<file path="config.mk">
export PLATFORM = sky130hd
export DESIGN_NAME = cache_mem_ctrl
export DESIGN_NICKNAME = d
export VERILOG_FILES = /design/src/rtl/cache_mem_ctrl_pkg.sv /design/src/rtl/cache_mem_ctrl_sat_cnt8.sv /design/src/rtl/cache_mem_ctrl.sv
export SDC_FILE = /design/constraint.sdc
export NUM_CORES = 1
export LEC_CHECK = 0
export ABC_AREA = 1
export BUFFER_PORTS_ARGS = -buffer_cell sky130_fd_sc_hd__buf_2
export CAP_MARGIN = 20
export CORE_UTILIZATION = 30
export DETAILED_ROUTE_END_ITERATION = 8
export GPL_TIMING_DRIVEN = 1
export HOLD_SLACK_MARGIN = 0.1
export PLACE_DENSITY_LB_ADDON = 0.15
export SYNTH_ARGS = -nofsm -noshare
export SYNTH_HDL_FRONTEND = slang
export SYNTH_SLANG_ARGS = --single-unit
</file>
<file path="constraint.sdc">
create_clock -name clock -period 1.7 [get_ports clock]
set_input_delay 0.255 -clock clock [delete_from_list [all_inputs] [get_ports clock]]
set_output_delay 0.255 -clock clock [all_outputs]
set_load 0.1 [all_outputs]
</file>
<file path="src/rtl/cache_mem_ctrl_pkg.sv">
// Shared cache package: controller state encoding and default address/block widths,
// also imported by the cache block itself.
package cache_mem_ctrl_pkg;

  localparam int DEF_ADDR_W = 5;
  localparam int DEF_BLK_W  = 5;

  typedef enum logic [1:0] {
    IDLE = 2'd0,
    WB   = 2'd1,
    RD   = 2'd2,
    FILL = 2'd3
  } ctrl_state_e;

  function automatic logic [7:0] sat_inc8(input logic [7:0] value);
    return (value == 8'hFF) ? value : value + 8'd1;
  endfunction

endpackage

</file>
<file path="src/rtl/cache_mem_ctrl_sat_cnt8.sv">
// 8-bit event counter that sticks at 255 instead of wrapping.
module sat_cnt8
  import cache_mem_ctrl_pkg::*;
(
  input  logic       clock,
  input  logic       reset,
  input  logic       inc,
  output logic [7:0] count
);

  always_ff @(posedge clock or posedge reset) begin
    if (reset) begin
      count <= 8'd0;
    end else if (inc) begin
      count <= sat_inc8(count);
    end
  end

endmodule

</file>
<file path="src/rtl/cache_mem_ctrl.sv">
// Miss-service controller: optional victim write-back, fixed-latency block read
// from external memory, then a held fill handshake back to the cache.
module cache_mem_ctrl
  import cache_mem_ctrl_pkg::*;
#(
  parameter int ADDR_W = DEF_ADDR_W,
  parameter int BLK_W  = DEF_BLK_W,
  parameter int RD_LAT = 1
) (
  input  logic              clock,
  input  logic              reset,
  input  logic              req_valid,
  output logic              req_ready,
  input  logic [ADDR_W-1:0] req_addr,
  input  logic              req_wb,
  input  logic [ADDR_W-1:0] wb_addr,
  input  logic [BLK_W-1:0]  wb_block,
  output logic              fill_valid,
  input  logic              fill_ready,
  output logic [BLK_W-1:0]  fill_block,
  output logic [ADDR_W-1:0] mem_addr,
  output logic [BLK_W-1:0]  mem_wdata,
  output logic              mem_we,
  input  logic [BLK_W-1:0]  mem_rdata,
  output logic [7:0]        miss_cnt,
  output logic [7:0]        wb_cnt
);

  ctrl_state_e       state;
  logic [ADDR_W-1:0] req_addr_q;
  logic [2:0]        rd_cnt;
  logic              accept;
  logic              wb_active;

  assign accept    = req_valid && req_ready;
  assign wb_active = (state == WB);

  // The victim address/data are latched straight into the memory-port registers,
  // so the WB cycle drives them directly; the read address is kept for RD and beyond.
  always_ff @(posedge clock or posedge reset) begin
    if (reset) begin
      state      <= IDLE;
      req_ready  <= 1'b1;
      fill_valid <= 1'b0;
      fill_block <= '0;
      mem_we     <= 1'b0;
      mem_addr   <= '0;
      mem_wdata  <= '0;
      req_addr_q <= '0;
      rd_cnt     <= '0;
    end else begin
      case (state)
        IDLE: begin
          if (accept) begin
            req_addr_q <= req_addr;
            req_ready  <= 1'b0;
            rd_cnt     <= '0;
            if (req_wb) begin
              state     <= WB;
              mem_we    <= 1'b1;
              mem_addr  <= wb_addr;
              mem_wdata <= wb_block;
            end else begin
              state    <= RD;
              mem_addr <= req_addr;
            end
          end
        end
        WB: begin
          state     <= RD;
          mem_we    <= 1'b0;
          mem_wdata <= '0;
          mem_addr  <= req_addr_q;
        end
        RD: begin
          // Address has been stable for RD_LAT+1 cycles here, so mem_rdata is valid.
          if (rd_cnt == 3'(RD_LAT)) begin
            fill_block <= mem_rdata;
            fill_valid <= 1'b1;
            state      <= FILL;
          end else begin
            rd_cnt <= rd_cnt + 3'd1;
          end
        end
        FILL: begin
          if (fill_ready) begin
            fill_valid <= 1'b0;
            req_ready  <= 1'b1;
            state      <= IDLE;
          end
        end
        default: begin
          state     <= IDLE;
          req_ready <= 1'b1;
        end
      endcase
    end
  end

  sat_cnt8 u_miss_cnt (
    .clock (clock),
    .reset (reset),
    .inc   (accept),
    .count (miss_cnt)
  );

  sat_cnt8 u_wb_cnt (
    .clock (clock),
    .reset (reset),
    .inc   (wb_active),
    .count (wb_cnt)
  );

endmodule

</file>
# Word level (Yosys, flattened, before mapping)
# Cells that the tools add are included.
# totals
reg_bits	44
latchBits	0
ramBits	0
romBits	0
in_bits	25
output_inout_bits	34
wordCells	66
mem_count	0
# classes
add_sub_neg	3
n_mul	0
div_mod_pow	0
magnitude_cmp	0
n_eq_ne	11
shift	0
n_mux	23
bitwise_logic	2
reduce_logical	16
# op_table
operator	count
$mux W5	4
$pmux W5 S2	2
$add A8 B1 Y8 const B	2
$eq A8 B8 Y1 const B	2
$reduce_and A3 Y1	5
$ne A2 B2 Y1 const B	5
$reduce_and A2 Y1	5
$mux W2	4
$pmux W2 S4	1
$reduce_bool A2 Y1	4
$mux W1	6
$mux W3	2
$pmux W1 S2	3
$pmux W3 S2	1
$eq A2 B2 Y1 const B	2
$add A3 B1 Y3 const B	1
$eq A3 B1 Y1 const B	1
$eq A2 B1 Y1 const B	1
$logic_not A2 Y1	1
$not A1 Y1	2
$logic_and A1 B1 Y1	1

# Longest topological paths before layout
# Gate-level depths: netlist (run 1).
# logic_depth
depth_word	3
ltp_mapped	9
depth_no_buf	8

# Cells and area by module
# A second synthesis (run 1) with hierarchy kept.
# hier_totals
hier_cells	320
area_unflattened_um2	2437.3
# by_module_without_submodules
mod	instances	cells_each	area_per_inst_um2	seq_area_each_um2
cache_mem_ctrl	1	194	1508.9	701.9
sat_cnt8	2	63	464.2	200.2

# Least setup slack after synthesis (run 1)
# No wires, ideal clock.
# synth_path
path_kind	register to register
start	reg u_miss_cnt.count[0]
end	reg u_miss_cnt.count[4]
setup_time_ns	0.120
t_arrival_ns	1.844
t_required_ns	1.580
slack_ns	-0.264
path_stages_with_launch	9
path_buffers	0
period_less_slack_ns	1.964
path_cell_list	dfrtp_1 ha_1 nand2_1 nor2_2 nand2_1 nand2_2 inv_2 nand2_1 nand2_1
# synth_via
elab_chain_len	3
# synth_lines
element	line	source
start, declared	cache_mem_ctrl_sat_cnt8.sv:8	output logic [7:0] count
start signal, assigned	cache_mem_ctrl_sat_cnt8.sv:15	count <= sat_inc8(count);
parallel branches: the longest is 3 deep, another holds $add A8 B1 Y8	--	
# Several ways; the timed one is not identified.
# A chain may end at the register's enable or synchronous reset.

# Final worst setup path (run 1)
# layout_path
start	reg req_ready
end	out req_ready
# layout_lines
element	line	source
start, declared	cache_mem_ctrl.sv:13	output logic req_ready,
start signal, assigned	cache_mem_ctrl.sv:43	req_ready <= 1'b1;
start signal, assigned	cache_mem_ctrl.sv:56	req_ready <= 1'b0;
start signal, assigned	cache_mem_ctrl.sv:88	req_ready <= 1'b1;
# No word-level cell between the ends.

==> qor.csv, run 1 <==
stage,metric,value,unit
worst_setup_path,start_kind,register,
worst_setup_path,critical_path_required,1440,ps
yosys,yosysTopAreaCell,dfrtp_1,
timing,finalCriticalPeriod,1600,ps
yosys,synth-seq-cells,44,
yosys,yosys_warnings,0,
global_route,grt_pass1_wl,8710,um
power,p_leak,1.54,nW
power,p_sw,0.395,mW
worst_setup_path,slowest_stage,dfstp_4,
yosys,synth_common_cells,"nand2_1, dfrtp_1, inv_1",
yosys,yosys.cell_types.count,22,
yosys,yosysMostFrequentCell,nand2_1,
timing,fmax,626,MHz
power,clockPowerShare,0.376,
finish,areaGrowthSynthToFinish,23.8,%
floorplan,die_area,0.00803,mm^2
detailed_routing,first_pass_iters,4,
floorplan,initial_utilization,0.314,
power,seq_power_share,0.578,
worst_setup_path,crit_chain,buf_2,
worst_setup_path,slowest_delay,620,ps
yosys,avgSynthCellArea,7.86,um^2
min_path,holdPathStages,3,
yosys,synth_top_area_share,0.467,
cts,cts.sinks,44,
worst_setup_path,path_buf_inv,1,
timing,tightest_slew,501,ps
flow_run,max_cap_viol_count,0,
worst_setup_path,cp_max_fo,3,
place,place_congestion,0.749,
power,p_comb_frac,0.046,
floorplan,std_cell_rows,31,
cts,clock_latency,290,ps
worst_setup_path,crit_arrival,1340,ps
finish,antennaDiodeCount,0,
place,port_buffers,58,
detailed_routing,via_count,1969,
yosys,ys_seq_area_frac,0.479,
cts,cts_tree,built,
worst_setup_path,ff2ff_path_depth,6,
place,pre_cts_slack,164,ps
outcome,outcome,finished clean,
yosys,synth_nets,327,
detailed_routing,wire_per_inst,10.9,um
yosys,synthFlopType,dfrtp_1,
global_route,grt_start_max_net_pins,30,
finish,fin_nets,392,
global_route,grt-ovfl-total,0,
global_route,track_usage,0.142,
cts,cts_setup_buffers,0,
floorplan,core,0.00733,mm^2
detailed_routing,drc,0,
timing,setup-tns-final,0,ps
yosys,synthArstFlopShare,1.00,
detailed_routing,wl,4990,um
power,p_per_area,634,mW/mm^2
timing,maxSlewViolCount,0,
yosys,synth_edf_count,0,
worst_setup_path,crit_family,flip-flops,
worst_setup_path,critPathCaptureType,output port,
detailed_routing,drtIter0Drc,48,
global_route,antenna_found_initial,0,
timing,setup_violations,0,
cts,cts_buffers,5,
min_path,hp-class,input pin to register,
timing,finClkSkew,4.11,ps
yosys,synthCells,293,
cts,h-tree-depth,2,
timing,setup_ws,104,ps
worst_setup_path,critical_path_class,register to output port,
power,peakVddDrop,0.279,mV
detailed_routing,ant_nets,0,
cts,clockRootBuffer,clkbuf_8,
cts,clockBufferDepth,2,
finish,drive_gt1_frac,0.281,
worst_setup_path,cp.depth,1,
timing,post-route-period-util,0.939,
timing,rsz0062_at_grt,no,
timing,hold_viol,0,
detailed_routing,vias_per_cell,4.30,
timing,max_slew_margin,0.669,
floorplan,die_height,89.6,um
power,switching_share,0.218,
yosys,ys_top_cells_by_area,"dfrtp_1, nand2_1, inv_1",
place,dpl.hpwl,3680,um
floorplan,io_pins,59,
floorplan,die_w,89.6,um
power,p_int,1.41,mW
global_route,grt_pass1_vias,1915,
yosys,syn-cell-area,0.00230,mm^2
cts,cts.clk_slew.worst_paths,80,ps
-- final timing paths --
kind	slack [ps]	to	startpoint
min in group asynchronous	480	u_wb_cnt.count[2]$_DFFE_PP0P_	reset
setup reg to reg	180	mem_addr[3]$_DFFE_PP0P_	state[1]$_DFFE_PP0P_
max in group asynchronous	670	req_ready$_DFFE_PP1P_	reset
hold reg to reg	480	req_addr_q[2]$_DFFE_PP0P_	req_addr_q[2]$_DFFE_PP0P_
hold / removal	190	req_ready$_DFFE_PP1P_	fill_ready
setup / recovery	100	req_ready	req_ready$_DFFE_PP1P_
-- per-layer routing --
metal	track usage	vias up	routed length, um
met4	0.0491	0	76
met5	0	-	0
li1	-	1043	-
met1	0.189	872	2520
met2	0.227	48	2180
met3	0.0302	6	210
-- metrics by stage --
stage                     cell area [um^2]  instances  hold WS (ps)   util  total power, mW
after floorplan                       2320        293           369      -             1.11
after global placement                2750        449           255  0.374             1.15
after detailed placement              2750        449           268  0.374             1.15
after CTS                             2850        458           183  0.388             1.85
after global routing                  2850        458           200  0.389             1.90
final                                 2850        458           195  0.389             1.81
-- cells by family (layout without fill, tap and decap cells) --
| logic type | count (synthesis) | after routing | synth area share |
|---|---|---|---|
| flops | 44 | 44 | 0.479 |
| simple gates | 150 | 150 | 0.269 |
| buf+inv | 44 | 110 | 0.0766 |
| fa+ha+maj | 9 | 9 | 0.0489 |
| compound gates | 39 | 39 | 0.100 |
| xor+xnor | 7 | 7 | 0.0266 |
-- power by group through the flow --
stage	combinational [mW]	sequential (mW)	clock, mW
finish	0.0832	1.05	0.679
global route	0.0981	1.05	0.755
CTS	0.0869	1.05	0.717
detailed placement	0.0851	1.07	0
global placement	0.0848	1.07	0
floorplan	0.0392	1.07	0
-- flip-flops by register name, summed over array words and instances (netlist names) --
name / count
mem_wdata: 5
rd_cnt: 3
u_miss_cnt.count: 8
req_addr_q: 5
req_ready: 1
u_wb_cnt.count: 8
fill_block: 5
state: 2
mem_we: 1
fill_valid: 1
mem_addr: 5
-- area by class of cell --
type | count | area (um^2)
Fill cell | 754 | 4480
Inverter | 39 | 146
Clock buffer | 8 | 90.1
Tap cell | 99 | 124
Timing Repair Buffer | 63 | 343
Multi-Input combinational cell | 205 | 1030
Sequential cell | 44 | 1120
-- cell usage in the layout, fill, tap and decap left out, drive strengths merged --
cell / count
buf: 62
clkbuf: 8
dfrtp: 43
dfstp: 1
dlygate4sd3: 1
ha: 9
inv: 39
nand2: 116
nand3: 13
nand3b: 2
nand4: 1
nor2: 13
o211ai: 5
o21ai: 34
or2: 5
xnor2: 3
xor2: 4
-- what timing repair did --
action | in CTS | in global routing
endpoints found under the setup margin | 0 | 1
hold buffers | 1 | 0
hold endpoints to repair | 15 | 0
resized for setup | 0 | 1
(Power assumes the default switching activity.)
==> run 2: changes to the inputs <==
--- a/config.mk
+++ b/config.mk
@@ -8,6 +8,7 @@
 export ABC_AREA = 1
 export BUFFER_PORTS_ARGS = -buffer_cell sky130_fd_sc_hd__buf_2
 export CAP_MARGIN = 20
+export CORE_ASPECT_RATIO = 2
 export CORE_UTILIZATION = 30
 export DETAILED_ROUTE_END_ITERATION = 8
 export GPL_TIMING_DRIVEN = 1
==> qor.csv, run 2 (synthesis gave the netlist of run 1 again) <==
stage,metric,value,unit
timing,finClkSkew,4.06,ps
timing,hold_viol,0,
worst_setup_path,critPathCaptureType,output port,
worst_setup_path,slowest_delay,620,ps
flow_run,max_cap_viol_count,0,
cts,cts_buffers,5,
detailed_routing,wl_met3,186,um
outcome,outcome,finished clean,
worst_setup_path,crit_arrival,1330,ps
place,place_inst,442,
global_route,grt_pass1_wl,9030,um
timing,tightest_slew,495,ps
global_route,grt-ovfl-total,0,
finish,drive_gt1_frac,0.281,
timing,post-route-period-util,0.931,
finish,fin_cells,451,
floorplan,die_area,0.00805,mm^2
finish,n_fill_cell,794,
detailed_routing,wl_met2,2900,um
floorplan,io_pins,59,
detailed_routing,via_count,2005,
finish,fin_nets,392,
global_route,grt_pass1_vias,1897,
detailed_routing,wire_per_inst,11.5,um
cts,cts_tree,built,
power,p_per_area,726,mW/mm^2
timing,fmax,632,MHz
timing,rsz0062_at_grt,no,
cts,cts.sinks,44,
finish,multi_input_area,0.00103,mm^2
detailed_routing,drc,0,
finish,areaGrowthSynthToFinish,25.9,%
detailed_routing,ant_nets,0,
finish,reg_top3,"u_miss_cnt.count x8, u_wb_cnt.count x8",
global_route,track_usage,0.147,
cts,cts.clk_slew.worst_paths,60,ps
power,p_leak,1.56,nW
place,dpl_cell_area,0.00274,mm^2
floorplan,die_height,126,um
finish,antennaDiodeCount,0,
detailed_routing,top_layer,met4,
timing,finalHoldWorstSlack,200,ps
place,dpl.hpwl,4050,um
finish,design_area,0.00290,mm^2
cts,cts_setup_buffers,0,
timing,setup_violations,0,
finish,seq_area,0.00112,mm^2
cts,clockBufferDepth,2,
floorplan,core,0.00732,mm^2
floorplan,die_w,63.9,um
worst_setup_path,crit_chain,buf_2,
cts,h-tree-depth,2,
worst_setup_path,slowest_stage,dfstp_4,
detailed_routing,drtIter0Drc,69,
worst_setup_path,critical_path_class,register to output port,
cts,clock_latency,290,ps
global_route,grt_start_max_net_pins,26,
finish,layout_commonest_cell,nand2_1,
cts,clockRootBuffer,clkbuf_16,
timing,setup-tns-final,0,ps
worst_setup_path,critical_path_required,1440,ps
detailed_routing,vias_per_cell,4.45,
worst_setup_path,crit_family,flip-flops,
worst_setup_path,start_kind,register,
place,place_congestion,0.721,
min_path,hp-class,input pin to register,
detailed_routing,first_pass_iters,4,
worst_setup_path,path_buf_inv,1,
floorplan,std_cell_rows,44,
timing,maxSlewViolCount,0,
detailed_routing,wl_met1,2000,um
finish,layout_common_cells,"nand2_1, buf_2, inv_1",
power,peakVddDrop,0.537,mV
detailed_routing,wl,5210,um
worst_setup_path,cp_max_fo,3,
timing,max_slew_margin,0.672,
floorplan,initial_utilization,0.314,
place,port_buffers,58,
timing,finalCriticalPeriod,1580,ps
global_route,antenna_found_initial,0,
[run 2: power by group]
group / internal (mW) / switching, mW
Combinational: 0.0353 / 0.0483
Clock: 0.586 / 0.388
Sequential: 1.05 / 0
Total: 1.67 / 0.436
[run 2: per-stage QoR]
step / setup WS [ps] / utilization / total power [mW]
3_5_place_dp: 179 / 0.374 / 1.15
2_1_floorplan: 6.94 / - / 1.11
4_1_cts: 102 / 0.395 / 2.15
3_3_place_gp: 212 / 0.374 / 1.15
6_report: 117 / 0.396 / 2.10
5_1_grt: 31.5 / 0.396 / 2.19
[run 2: worst paths after layout]
| check | start | slack, ps | depth (start not counted) | end |
|---|---|---|---|---|
| max reg2reg | state[1]$_DFFE_PP0P_ | 190 | 6 | mem_addr[2]$_DFFE_PP0P_ |
| max | req_ready$_DFFE_PP1P_ | 120 | 1 | req_ready |
| max in group asynchronous | reset | 600 | 4 | req_ready$_DFFE_PP1P_ |
| min reg2reg | req_addr_q[1]$_DFFE_PP0P_ | 480 | 2 | req_addr_q[1]$_DFFE_PP0P_ |
| min in group asynchronous | reset | 530 | 3 | u_wb_cnt.count[5]$_DFFE_PP0P_ |
| min | fill_ready | 200 | 3 | req_ready$_DFFE_PP1P_ |
[run 2: what timing repair did]
item                                   4_1_cts  5_1_grt
endpoints found under the hold margin       19        0
resized for setup                            0        1
setup endpoints to repair                    0        2
hold buffers                                 1        0
[run 2: final cells by class]
cell class	instances	area share
Clock buffer	8	0.0505
Inverter	39	0.0505
Multi-Input combinational cell	205	0.355
Tap cell	92	0.0397
Sequential cell	44	0.386
Timing Repair Buffer	63	0.118
[run 2: metal layers]
metal,track usage,vias to the layer above
met5,0,-
met4,0.0762,0
met3,0.0326,7
met2,0.265,35
met1,0.155,927
li1,-,1036
[run 2: worst reg2reg max path, delay by kind of cell (launching register included)]
kind | cells | cell delay (ps)
adder cells (fa/ha/maj) | 1 | 200
buffers and inverters | 2 | 330
flip-flops | 1 | 410
AND/OR/NAND/NOR | 3 | 470
